<file path="src/rtl/vga_fetch_ctrl.sv">
// Raster timing and background-ROM address sequencer for the display path.
// Coordinates and syncs are delayed to line up with the ROM data word.
module vga_fetch_ctrl #(
  parameter int unsigned H_ACTIVE   = 1280,
  parameter int unsigned H_FP       = 64,
  parameter int unsigned H_SYNC     = 136,
  parameter int unsigned H_BP       = 200,
  parameter int unsigned V_ACTIVE   = 800,
  parameter int unsigned V_FP       = 1,
  parameter int unsigned V_SYNC     = 3,
  parameter int unsigned V_BP       = 24,
  parameter int unsigned BORDER     = 10,
  parameter int unsigned SCALE_LOG2 = 2,
  parameter int unsigned IMG_W      = 315,
  parameter int unsigned ROM_LAT    = 1,
  parameter int unsigned ADDR_W     = 16
) (
  input  logic              clk,
  input  logic              rst_n,
  output logic [ADDR_W-1:0] rom_addr,
  output logic [10:0]       draw_x,
  output logic [9:0]        draw_y,
  output logic              active,
  output logic              hsync,
  output logic              vsync,
  output logic              frame_start
);

  localparam int unsigned H_TOTAL = H_ACTIVE + H_FP + H_SYNC + H_BP;
  localparam int unsigned V_TOTAL = V_ACTIVE + V_FP + V_SYNC + V_BP;
  localparam int unsigned DLY     = ROM_LAT + 1;

  localparam logic [10:0] H_LAST  = 11'(H_TOTAL - 1);
  localparam logic [10:0] H_VIS   = 11'(H_ACTIVE);
  localparam logic [10:0] HS_BEG  = 11'(H_ACTIVE + H_FP);
  localparam logic [10:0] HS_END  = 11'(H_ACTIVE + H_FP + H_SYNC);
  localparam logic [10:0] HI_BEG  = 11'(BORDER);
  localparam logic [10:0] HI_END  = 11'(H_ACTIVE - BORDER - 1);

  localparam logic [9:0]  V_LAST  = 10'(V_TOTAL - 1);
  localparam logic [9:0]  V_VIS   = 10'(V_ACTIVE);
  localparam logic [9:0]  VS_BEG  = 10'(V_ACTIVE + V_FP);
  localparam logic [9:0]  VS_END  = 10'(V_ACTIVE + V_FP + V_SYNC);
  localparam logic [9:0]  VI_BEG  = 10'(BORDER);
  localparam logic [9:0]  VI_END  = 10'(V_ACTIVE - BORDER - 1);

  localparam logic [SCALE_LOG2-1:0] SUB_MAX = '1;
  localparam logic [SCALE_LOG2-1:0] SUB_ONE = SCALE_LOG2'(1);
  localparam logic [ADDR_W-1:0]     IMG_STEP = ADDR_W'(IMG_W);
  localparam logic [ADDR_W-1:0]     ADDR_ONE = ADDR_W'(1);

  typedef struct packed {
    logic        fs;
    logic        vs;
    logic        hs;
    logic        act;
    logic [9:0]  y;
    logic [10:0] x;
  } tap_t;

  localparam tap_t TAP_RST = '{fs: 1'b0, vs: 1'b1, hs: 1'b1, act: 1'b0, y: '0, x: '0};

  logic [10:0]             hcnt_q, hcnt_d;
  logic [9:0]              vcnt_q, vcnt_d;
  logic [SCALE_LOG2-1:0]   sub_x_q, sub_x_d;
  logic [SCALE_LOG2-1:0]   sub_y_q, sub_y_d;
  logic [ADDR_W-1:0]       row_base_q, row_base_d;
  logic [ADDR_W-1:0]       cur_addr_q, cur_addr_d;
  logic [ADDR_W-1:0]       rom_addr_q;
  tap_t                    tap_d;
  tap_t                    pipe_q [DLY];

  logic h_wrap, f_wrap;
  logic in_line, in_px, line_end, last_line;

  always_comb begin
    h_wrap = (hcnt_q == H_LAST);
    f_wrap = h_wrap && (vcnt_q == V_LAST);
    hcnt_d = h_wrap ? '0 : hcnt_q + 11'd1;
    vcnt_d = vcnt_q;
    if (h_wrap) begin
      vcnt_d = (vcnt_q == V_LAST) ? '0 : vcnt_q + 10'd1;
    end
  end

  always_comb begin
    in_line   = (vcnt_q >= VI_BEG) && (vcnt_q <= VI_END);
    in_px     = in_line && (hcnt_q >= HI_BEG) && (hcnt_q <= HI_END);
    line_end  = in_line && (hcnt_q == HI_END);
    last_line = (vcnt_q == VI_END);
  end

  // cur_addr_q is the address of the pixel at (hcnt_q, vcnt_q); rom_addr_q
  // registers it once more, which is the first stage of the alignment delay.
  always_comb begin
    sub_x_d    = sub_x_q;
    sub_y_d    = sub_y_q;
    row_base_d = row_base_q;
    cur_addr_d = cur_addr_q;
    if (f_wrap) begin
      sub_x_d    = '0;
      sub_y_d    = '0;
      row_base_d = '0;
      cur_addr_d = '0;
    end else if (line_end) begin
      sub_x_d = '0;
      // The final interior line holds its address so the frame never steps past the image.
      if (!last_line) begin
        if (sub_y_q == SUB_MAX) begin
          sub_y_d    = '0;
          row_base_d = row_base_q + IMG_STEP;
          cur_addr_d = row_base_q + IMG_STEP;
        end else begin
          sub_y_d    = sub_y_q + SUB_ONE;
          cur_addr_d = row_base_q;
        end
      end
    end else if (in_px) begin
      sub_x_d = sub_x_q + SUB_ONE;
      if (sub_x_q == SUB_MAX) begin
        cur_addr_d = cur_addr_q + ADDR_ONE;
      end
    end
  end

  always_comb begin
    tap_d     = TAP_RST;
    tap_d.x   = hcnt_q;
    tap_d.y   = vcnt_q;
    tap_d.act = (hcnt_q < H_VIS) && (vcnt_q < V_VIS);
    tap_d.hs  = !((hcnt_q >= HS_BEG) && (hcnt_q < HS_END));
    tap_d.vs  = !((vcnt_q >= VS_BEG) && (vcnt_q < VS_END));
    tap_d.fs  = (hcnt_q == '0) && (vcnt_q == '0);
  end

  always_ff @(posedge clk or negedge rst_n) begin
    if (!rst_n) begin
      hcnt_q     <= '0;
      vcnt_q     <= '0;
      sub_x_q    <= '0;
      sub_y_q    <= '0;
      row_base_q <= '0;
      cur_addr_q <= '0;
      rom_addr_q <= '0;
    end else begin
      hcnt_q     <= hcnt_d;
      vcnt_q     <= vcnt_d;
      sub_x_q    <= sub_x_d;
      sub_y_q    <= sub_y_d;
      row_base_q <= row_base_d;
      cur_addr_q <= cur_addr_d;
      rom_addr_q <= cur_addr_q;
    end
  end

  always_ff @(posedge clk or negedge rst_n) begin
    if (!rst_n) begin
      for (int unsigned i = 0; i < DLY; i++) begin
        pipe_q[i] <= TAP_RST;
      end
    end else begin
      pipe_q[0] <= tap_d;
      for (int unsigned i = 1; i < DLY; i++) begin
        pipe_q[i] <= pipe_q[i-1];
      end
    end
  end

  assign rom_addr    = rom_addr_q;
  assign draw_x      = pipe_q[DLY-1].x;
  assign draw_y      = pipe_q[DLY-1].y;
  assign active      = pipe_q[DLY-1].act;
  assign hsync       = pipe_q[DLY-1].hs;
  assign vsync       = pipe_q[DLY-1].vs;
  assign frame_start = pipe_q[DLY-1].fs;

endmodule

</file>
<file path="config.mk">
export PLATFORM = sky130hd
export DESIGN_NAME = vga_fetch_ctrl
export DESIGN_NICKNAME = d
export VERILOG_FILES = /design/src/rtl/vga_fetch_ctrl.sv
export SDC_FILE = /design/constraint.sdc
export NUM_CORES = 1
export LEC_CHECK = 0
export CAP_MARGIN = 20
export CORE_ASPECT_RATIO = 1.5
export CORE_MARGIN = 3
export CORE_UTILIZATION = 52
export CTS_CLUSTER_DIAMETER = 100
export DETAILED_ROUTE_END_ITERATION = 10
export HOLD_SLACK_MARGIN = 0.02
export PLACE_DENSITY = 0.72
export SLEW_MARGIN = 20
export SYNTH_ARGS = -nofsm -noshare
export SYNTH_HDL_FRONTEND = slang
export SYNTH_SLANG_ARGS = --single-unit
export TNS_END_PERCENT = 5
</file>
<file path="constraint.sdc">
create_clock -name clk -period 2.5 [get_ports clk]
set_input_delay 0.5 -clock clk [delete_from_list [all_inputs] [get_ports clk]]
set_output_delay 0.5 -clock clk [all_outputs]
set_load 0.01 [all_outputs]
</file>
### After elaboration in Yosys (flattened, before gate mapping)

Cells that the tools add are included.

* latch bits: 0
* memory bits (read-only): 0
* register bits: 123
* bits in writable memories: 0
* input bits: 2
* logic and storage cells: 78
* output and inout bits: 41
* memories kept: 0

* mux-type cells: 17
* divide/modulo/power cells: 0
* equality and inequality tests: 8
* bitwise logic cells: 0
* reduce and logical (&&, ||, !) cells: 18
* multipliers: 0
* order comparisons: 10
* shifts and indexed selects: 0
* add/subtract/negate cells: 6

Operators by type and width (number)
* 16-bit 2-to-1 mux: 8
* 11-bit equality test, second input constant: 2
* 11-bit less-than comparator, second input constant: 2
* 10-bit equality test, second input constant: 2
* 10-bit less-than comparator, second input constant: 2
* 16-bit by 1-bit adder with 16-bit output, second input constant: 1
* 16-bit by 9-bit adder with 16-bit output, second input constant: 1
* 2-bit 2-to-1 mux: 7
* 11-bit by 1-bit adder with 11-bit output, second input constant: 1
* 11-bit >= comparator, second input constant: 1
* 11-bit by 4-bit >= comparator with 1-bit output, second input constant: 1
* 11-bit less-or-equal comparator, second input constant: 1
* 11-bit logical NOT: 1
* 11-bit 2-to-1 mux: 1
* 10-bit by 1-bit adder with 10-bit output, second input constant: 1
* 10-bit >= comparator, second input constant: 1
* 10-bit by 4-bit >= comparator with 1-bit output, second input constant: 1
* 10-bit less-or-equal comparator, second input constant: 1
* 10-bit logical NOT: 1
* 10-bit 2-to-1 mux: 1
* 1-bit logical AND: 9
* 3-bit nonzero test: 2
* 2-bit by 1-bit adder with 2-bit output, second input constant: 2
* 2-bit equality test, second input constant: 2
* 6 further kinds: 7

### Longest topological paths before layout

Gate-level depths: netlist of run 1.

* depth in word-level cells: 7
* mapped depth: 10
* mapped depth without buffers: 9

### Worst setup path before layout of run 1

OpenSTA, ideal clock, no wires.

* path type: register to register
* from: register vcnt_q[5]
* to: register cur_addr_q[9]
* cell stages (with the launch flop): 9
* arrival: 2618 ps
* setup time: 131 ps
* path slack: -250 ps
* data required time: 2369 ps
* cell sequence: dfrtp_1 or3_4 a221o_1 a31oi_4 or4b_1 buf_2 or4_1 a31oi_1 a21oi_1

* word-level cells in the longest chain between the ends: 6
* elaborated cells on any way between the ends: 15

Ends and longest elaborated chain
* start, declared: line 64 `logic [9:0] vcnt_q, vcnt_d;`
* start signal, assigned: line 147 `vcnt_q <= vcnt_d;`
* 10-bit by 4-bit >= comparator with 1-bit output or 10-bit less-or-equal comparator (tied branches): line 87 `in_line = (vcnt_q >= VI_BEG) && (vcnt_q <= VI_END);`
* 1-bit logical AND: line 87
* 1-bit logical AND (2 in a row): line 88 `in_px = in_line && (hcnt_q >= HI_BEG) && (hcnt_q <= HI_END);`
* 3-bit nonzero test (no source line)
* 3-bit AND reduction (no source line)
* end signal, assigned: line 151 `cur_addr_q <= cur_addr_d;`
* end, declared: line 68 `logic [ADDR_W-1:0] cur_addr_q, cur_addr_d;`

Parallel ways exist; a longest one is shown, timed or not.
A chain may end at the register's enable or synchronous reset.

### Worst setup path after layout of run 1

Ends and elaborated chain as after synthesis.

==> results of run 1 <==
==> what timing repair did <==
action / CTS / global route
hold buffers: 1 / 0
resized for setup: 0 / 25
pin swaps: 0 / 3
endpoints found under the hold margin: 5 / 0
setup endpoints to repair: 1 / 35
setup buffers: 0 / 1
==> flip-flops by register name, summed over array words and instances, names as in the netlist, 2 cells and up <==
register	cells
rom_addr	16
draw_x	11
pipe_q	25
row_base_q	16
draw_y	10
hcnt_q	11
cur_addr_q	16
sub_y_q	2
sub_x_q	2
vcnt_q	10
==> critical path, cell delays in order (launching register included) <==
cell     delay (ns)
dfrtp_1        0.39
or3_4          0.39
a221o_1        0.32
a31oi_4        0.14
or4b_4         0.48
or4_4          0.51
a31oi_4        0.19
a21oi_2        0.04
==> final cells by class <==
cell class / count / share of cell area
flip-flops and latches: 123 / 0.446
multi-input cells: 341 / 0.312
inverters: 22 / 0.0119
clock buffers: 25 / 0.0702
well taps: 141 / 0.0255
repair buffers: 93 / 0.121
clock inverters: 7 / 0.0134
==> power by group through the flow <==
stage / registers, mW / clock network (mW) / logic [mW]
CTS: 1.99 / 2.41 / 0.0481
floorplan: 2.03 / 0 / 0.000000823
global placement: 2.03 / 0 / 0.0451
finish: 1.99 / 2.36 / 0.0447
global route: 1.99 / 2.51 / 0.0542
detailed placement: 2.03 / 0 / 0.0467
==> cell usage in the layout (no fill, tap or decap), types with 4 or more instances in the layout <==
master           instances
inv_1                   21
nand2_1                 50
ha_1                    12
xor2_1                  15
nand4_1                  8
nand2b_1                 5
a21oi_1                 28
and3_1                   7
clkdlybuf4s50_1         41
nor3_1                  14
clkbuf_16               17
o21ai_0                 50
dfrtp_1                117
or3_1                    5
and2_1                   4
dfstp_2                  4
o31ai_1                 10
xnor2_1                 16
nand3_1                 12
buf_4                   48
a31oi_1                 11
nor2_1                  34
clkbuf_1                 5
==> final timing paths <==
path                       startpoint             to  slack [ns]  cells past startpoint
max reg2reg                 vcnt_q[5]  cur_addr_q[9]       -0.08                      7
max in group asynchronous       rst_n      vcnt_q[5]        1.23                      3
max                         vcnt_q[5]  cur_addr_q[9]       -0.08                      7
min                        pipe_q[31]      draw_x[6]        0.35                      0
min in group asynchronous       rst_n      hcnt_q[5]        0.57                      2
min reg2reg                pipe_q[31]      draw_x[6]        0.35                      0
==> per-stage QoR <==
step / setup WS, ns / instance area (um^2) / power, mW
final: -0.0824 / 6920 / 4.40
after global routing: -0.128 / 6920 / 4.55
after CTS: -0.0337 / 6820 / 4.45
after detailed placement: -0.0203 / 6230 / 2.07
after global placement: -0.0250 / 6230 / 2.07
after floorplan: -0.224 / 5460 / 2.03
==> kinds of logic (layout without fill, tap and decap cells) <==
kind of cell    count (synthesis)  after routing  share of synthesized area
xor+xnor                       31             31                     0.0497
fa+ha+maj                      13             13                     0.0298
buf+inv                        61            147                     0.0573
flops                         123            123                      0.564
simple gates                  165            165                      0.152
compound gates                131            131                      0.145
mux                             1              1                    0.00183
==> layer usage <==
layer	vias to the layer above	track usage	routed length, um
met2	157	0.369	6590
met5	-	0	0
met4	0	0.131	527
met3	46	0.0652	520
met1	2110	0.263	4690
li1	1969	-	-
==> flow_metrics.tcl, run 1 <==
set metrics [dict create \
    drt_iter0_drc 274 \
    crit_path_max_fanout 3 \
    cts-root-buf "clkbuf_16" \
    final_cells 752 \
    path_clk_slew_ns 0.05 \
    post-route-period-util 1.03 \
    maxCapViolations 0 \
    outcome "finished with violations" \
    routabilityCongestion 0.902 \
    multi_input_area_um2 2160 \
    hold_slack_ns 0.346 \
    post-route-drc-count 0 \
    yosysUniqueCellTypes 53 \
    cts_tree "yes" \
    dp.cells 718 \
    critPathCaptureType "register" \
    synth_seq_cells 123 \
    ant_nets 0 \
    area_delta_synth_final_pct 26.7 \
    fillerInstances 764 \
    die_x_um 89.7 \
    io_pins 43 \
    grt_max_degree 72 \
    powerDensity_nw_per_um2 636 \
    setup_slack_ns -0.0824 \
    violations "setup timing" \
    p_int_mw 3.54 \
    period_minus_slack_ns 2.58 \
    synth.largest_area_cell "dfrtp_1" \
    relSlewSlack 0.632 \
    arrival_ns 2.88 \
    final_core_util 0.679 \
    netlist_instances 525 \
    async_flop_share 1.00 \
    worst-setup-path-type "register to register" \
    ff_latch_area_um2 3090 \
    routedWlPerCell_um 16.4 \
    slew_viol_final 0 \
    sw_frac_of_total 0.195 \
    numCtsBuffers 17 \
    p_leak_nw 3.04 \
    dieArea_um2 11800 \
    peakVddDrop_mv 0.731 \
    clk_latency_ns 0.41 \
    viasPerCell 5.69 \
    finalSetupViolCount 1 \
    synth_seq_area_share 0.564 \
    initial_core_util 0.536 \
    final_nets 613 \
    start_kind "register" \
    syn_area_um2 5460 \
    grt_antenna_before_repair 0 \
    num_rows 45 \
    syn_nets 540 \
    routed_wl_mm 12.3 \
    worstMarginPinSlew_ns 0.553 \
    critPathRequiredTime_ns 2.80 \
    io_buffers 42 \
    route.vias.total 4282 \
    rsz0062_at_grt "true" \
    synthTopCellsByCount "dfrtp_1 (119), o21ai_0 (53), nand2_1 (52)" \
    clkPwrFrac 0.537 \
    min_path_type "register to register" \
    grt_remaining_overflow 0 \
    antennaDiodeCount 0 \
    hold_viol 0 \
    p_sw_mw 0.858 \
    h-tree-depth 4 \
    syn_avg_cell_area_um2 10.4 \
    synth_most_common_cell "dfrtp_1" \
    core-area_um2 10200 \
    yosysTopAreaCellShare 0.545 \
    grt_pass1_vias 4406 \
    finalSetupTns_ns -0.0824 \
    dpl.hpwl_mm 8.54 \
    firstDrtPassIters 5 \
    power_frac_comb 0.010 \
    clockBufferDepth 2 \
    drive_gt1_frac 0.172 \
    yosys_warnings 0 \
    synth-edff-count 0 \
    synthTopCellsByArea "dfrtp_1 (55%), o21ai_0 (4.9%), nand2_1 (3.6%), buf_4 (3.0%), ha_1 (3.0%)" \
    seqPwrFrac 0.453 \
    fmax_ghz 0.387 \
    ys.flop_type "dfrtp_1" \
    grt_usage 0.229 \
    grt_pass1_wl_mm 20.9 \
    skew_ns 0.0103 \
    die_h_um 132 \
    cts.sinks 123 \
]
Note: power is estimated with default switching activity, not from simulation.
==> run 2, diff against run 1 <==
clock period = 2.2 ns   (was 2.5 ns; I/O delays follow)
==> flow_metrics.tcl, run 2 (synthesis results as in run 1) <==
set metrics [dict create \
    outcome "finished with violations" \
    violations "setup timing" \
    area_delta_synth_final_pct 31.9 \
    core-area_um2 10200 \
    grt_max_degree 53 \
    fmax_ghz 0.388 \
    sw_frac_of_total 0.202 \
    maxCapViolations 0 \
    final_cells 792 \
    r2r-start "vcnt_q[5]" \
    r2r_end "cur_addr_q[9]" \
    relSlewSlack 0.630 \
    p_leak_nw 3.23 \
    cts_tree "yes" \
    route.vias.total 4371 \
    grt_pass1_vias 4447 \
    viasPerCell 5.52 \
    peakVddDrop_mv 0.579 \
    worst-setup-path-type "register to register" \
    period_minus_slack_ns 2.58 \
    hold-path-endpoint "draw_x[5]" \
    routedWlPerCell_um 15.9 \
    path_clk_slew_ns 0.05 \
    clockBufferDepth 2 \
    grt_usage 0.228 \
    p_int_mw 3.96 \
    drive_gt1_frac 0.218 \
    ant_nets 0 \
    whs_path_depth 0 \
    io_buffers 42 \
    post-route-drc-count 0 \
    grt_remaining_overflow 0 \
    cts-root-buf "clkbuf_16" \
    firstDrtPassIters 4 \
    rsz0062_at_grt "true" \
    grt_pass1_wl_mm 20.6 \
    clk_latency_ns 0.42 \
    worstMarginPinSlew_ns 0.552 \
    drt_iter0_drc 280 \
    final_nets 653 \
    p_sw_mw 1.00 \
    die_x_um 89.7 \
    num_rows 45 \
    largest_register_ffs 25 \
    critPathCaptureType "register" \
    critPathRequiredTime_ns 2.51 \
    clkPwrFrac 0.533 \
    crit_path_max_fanout 3 \
    dieArea_um2 11800 \
    r2r_setup_slack_ns -0.38 \
    worstRegToRegCells 7 \
    setup_slack_ns -0.376 \
    min_from "pipe_q[30]" \
    skew_ns 0.0109 \
    dp.cells 758 \
    antennaDiodeCount 0 \
    regMostFlops "pipe_q" \
    io_pins 43 \
    post-route-period-util 1.17 \
    seqPwrFrac 0.456 \
    routed_wl_mm 12.6 \
    routabilityCongestion 0.895 \
    numCtsBuffers 17 \
    h-tree-depth 4 \
    initial_core_util 0.536 \
    power_frac_comb 0.011 \
    min_path_type "register to register" \
    powerDensity_nw_per_um2 689 \
    dpl.hpwl_mm 8.95 \
    finalSetupViolCount 30 \
    layout_commonest_cell "dfrtp_1" \
    mostFrequentLayoutCells "dfrtp_1 (119), buf_4 (85), nand2_1 (50)" \
    grt_antenna_before_repair 0 \
    start_kind "register" \
    die_h_um 132 \
    cts.sinks 123 \
    hold_viol 0 \
    slew_viol_final 0 \
    placed_area_um2 6520 \
    arrival_ns 2.88 \
    fin_area_um2 7210 \
]
==> run 2: routing by layer <==
metal	up-vias	track usage	wire length [um]
met1	2126	0.247	4840
met5	-	0	0
met4	0	0.142	583
li1	2048	-	-
met3	52	0.0646	562
met2	145	0.376	6610
==> run 2: cell type report <==
cell class	instances	area (um^2)
multi-input combinational	341	2150
tap	141	176
sequential	123	3080
fill	710	2980
inverter	22	82.6
clock inverter	11	124
clock buffer	21	450
timing repair buffer	133	1140
==> run 2: stage by stage <==
| stage | total power [mW] | setup WS (ns) | util | hold slack [ns] | TNS [ns] |
|---|---|---|---|---|---|
| 2_1_floorplan | 2.30 | -0.524 | - | 0.144 | -4.97 |
| 3_3_place_gp | 2.36 | -0.339 | 0.640 | 0.333 | -4.07 |
| 3_5_place_dp | 2.36 | -0.366 | 0.640 | 0.335 | -5.48 |
| 4_1_cts | 5.01 | -0.369 | 0.701 | 0.342 | -2.37 |
| 5_1_grt | 5.12 | -0.446 | 0.707 | 0.349 | -6.82 |
| 6_report | 4.97 | -0.376 | 0.707 | 0.344 | -3.84 |
==> run 2: timing repair <==
action,in CTS,in global routing
buffers inserted,0,1
hold buffers,1,0
resized for setup,20,26
hold endpoints to repair,7,0
endpoints found under the setup margin,36,34
pin swaps,4,6
==> run 2: worst max-delay path by stage <==
stage               from            end  slack (ns)  cells past startpoint
6_report       vcnt_q[5]  cur_addr_q[9]       -0.38                      7
5_1_grt        vcnt_q[5]  cur_addr_q[9]       -0.45                      7
4_1_cts        vcnt_q[5]  cur_addr_q[9]       -0.37                      7
3_5_place_dp   vcnt_q[5]  cur_addr_q[9]       -0.37                      7
3_3_place_gp   vcnt_q[5]  cur_addr_q[9]       -0.34                      7
2_1_floorplan  vcnt_q[5]  cur_addr_q[9]       -0.52                      8
==> run 2: critical path: stages (launching register included) <==
cell and delay [ns]:
dfrtp_1 0.39, or3_4 0.40, a221o_1 0.33, a31oi_4 0.16, or4b_1 0.47, or4_1 0.49, a31oi_1 0.18, a21oi_1 0.05
==> run 2: power groups by stage <==
| stage | Combinational, mW | Clock, mW | Sequential, mW |
|---|---|---|---|
| 3_5_place_dp | 0.0545 | 0 | 2.30 |
| 5_1_grt | 0.0617 | 2.79 | 2.26 |
| 4_1_cts | 0.0555 | 2.69 | 2.26 |
| 6_report | 0.0522 | 2.65 | 2.27 |
| 3_3_place_gp | 0.0530 | 0 | 2.30 |
| 2_1_floorplan | 0.000000823 | 0 | 2.30 |
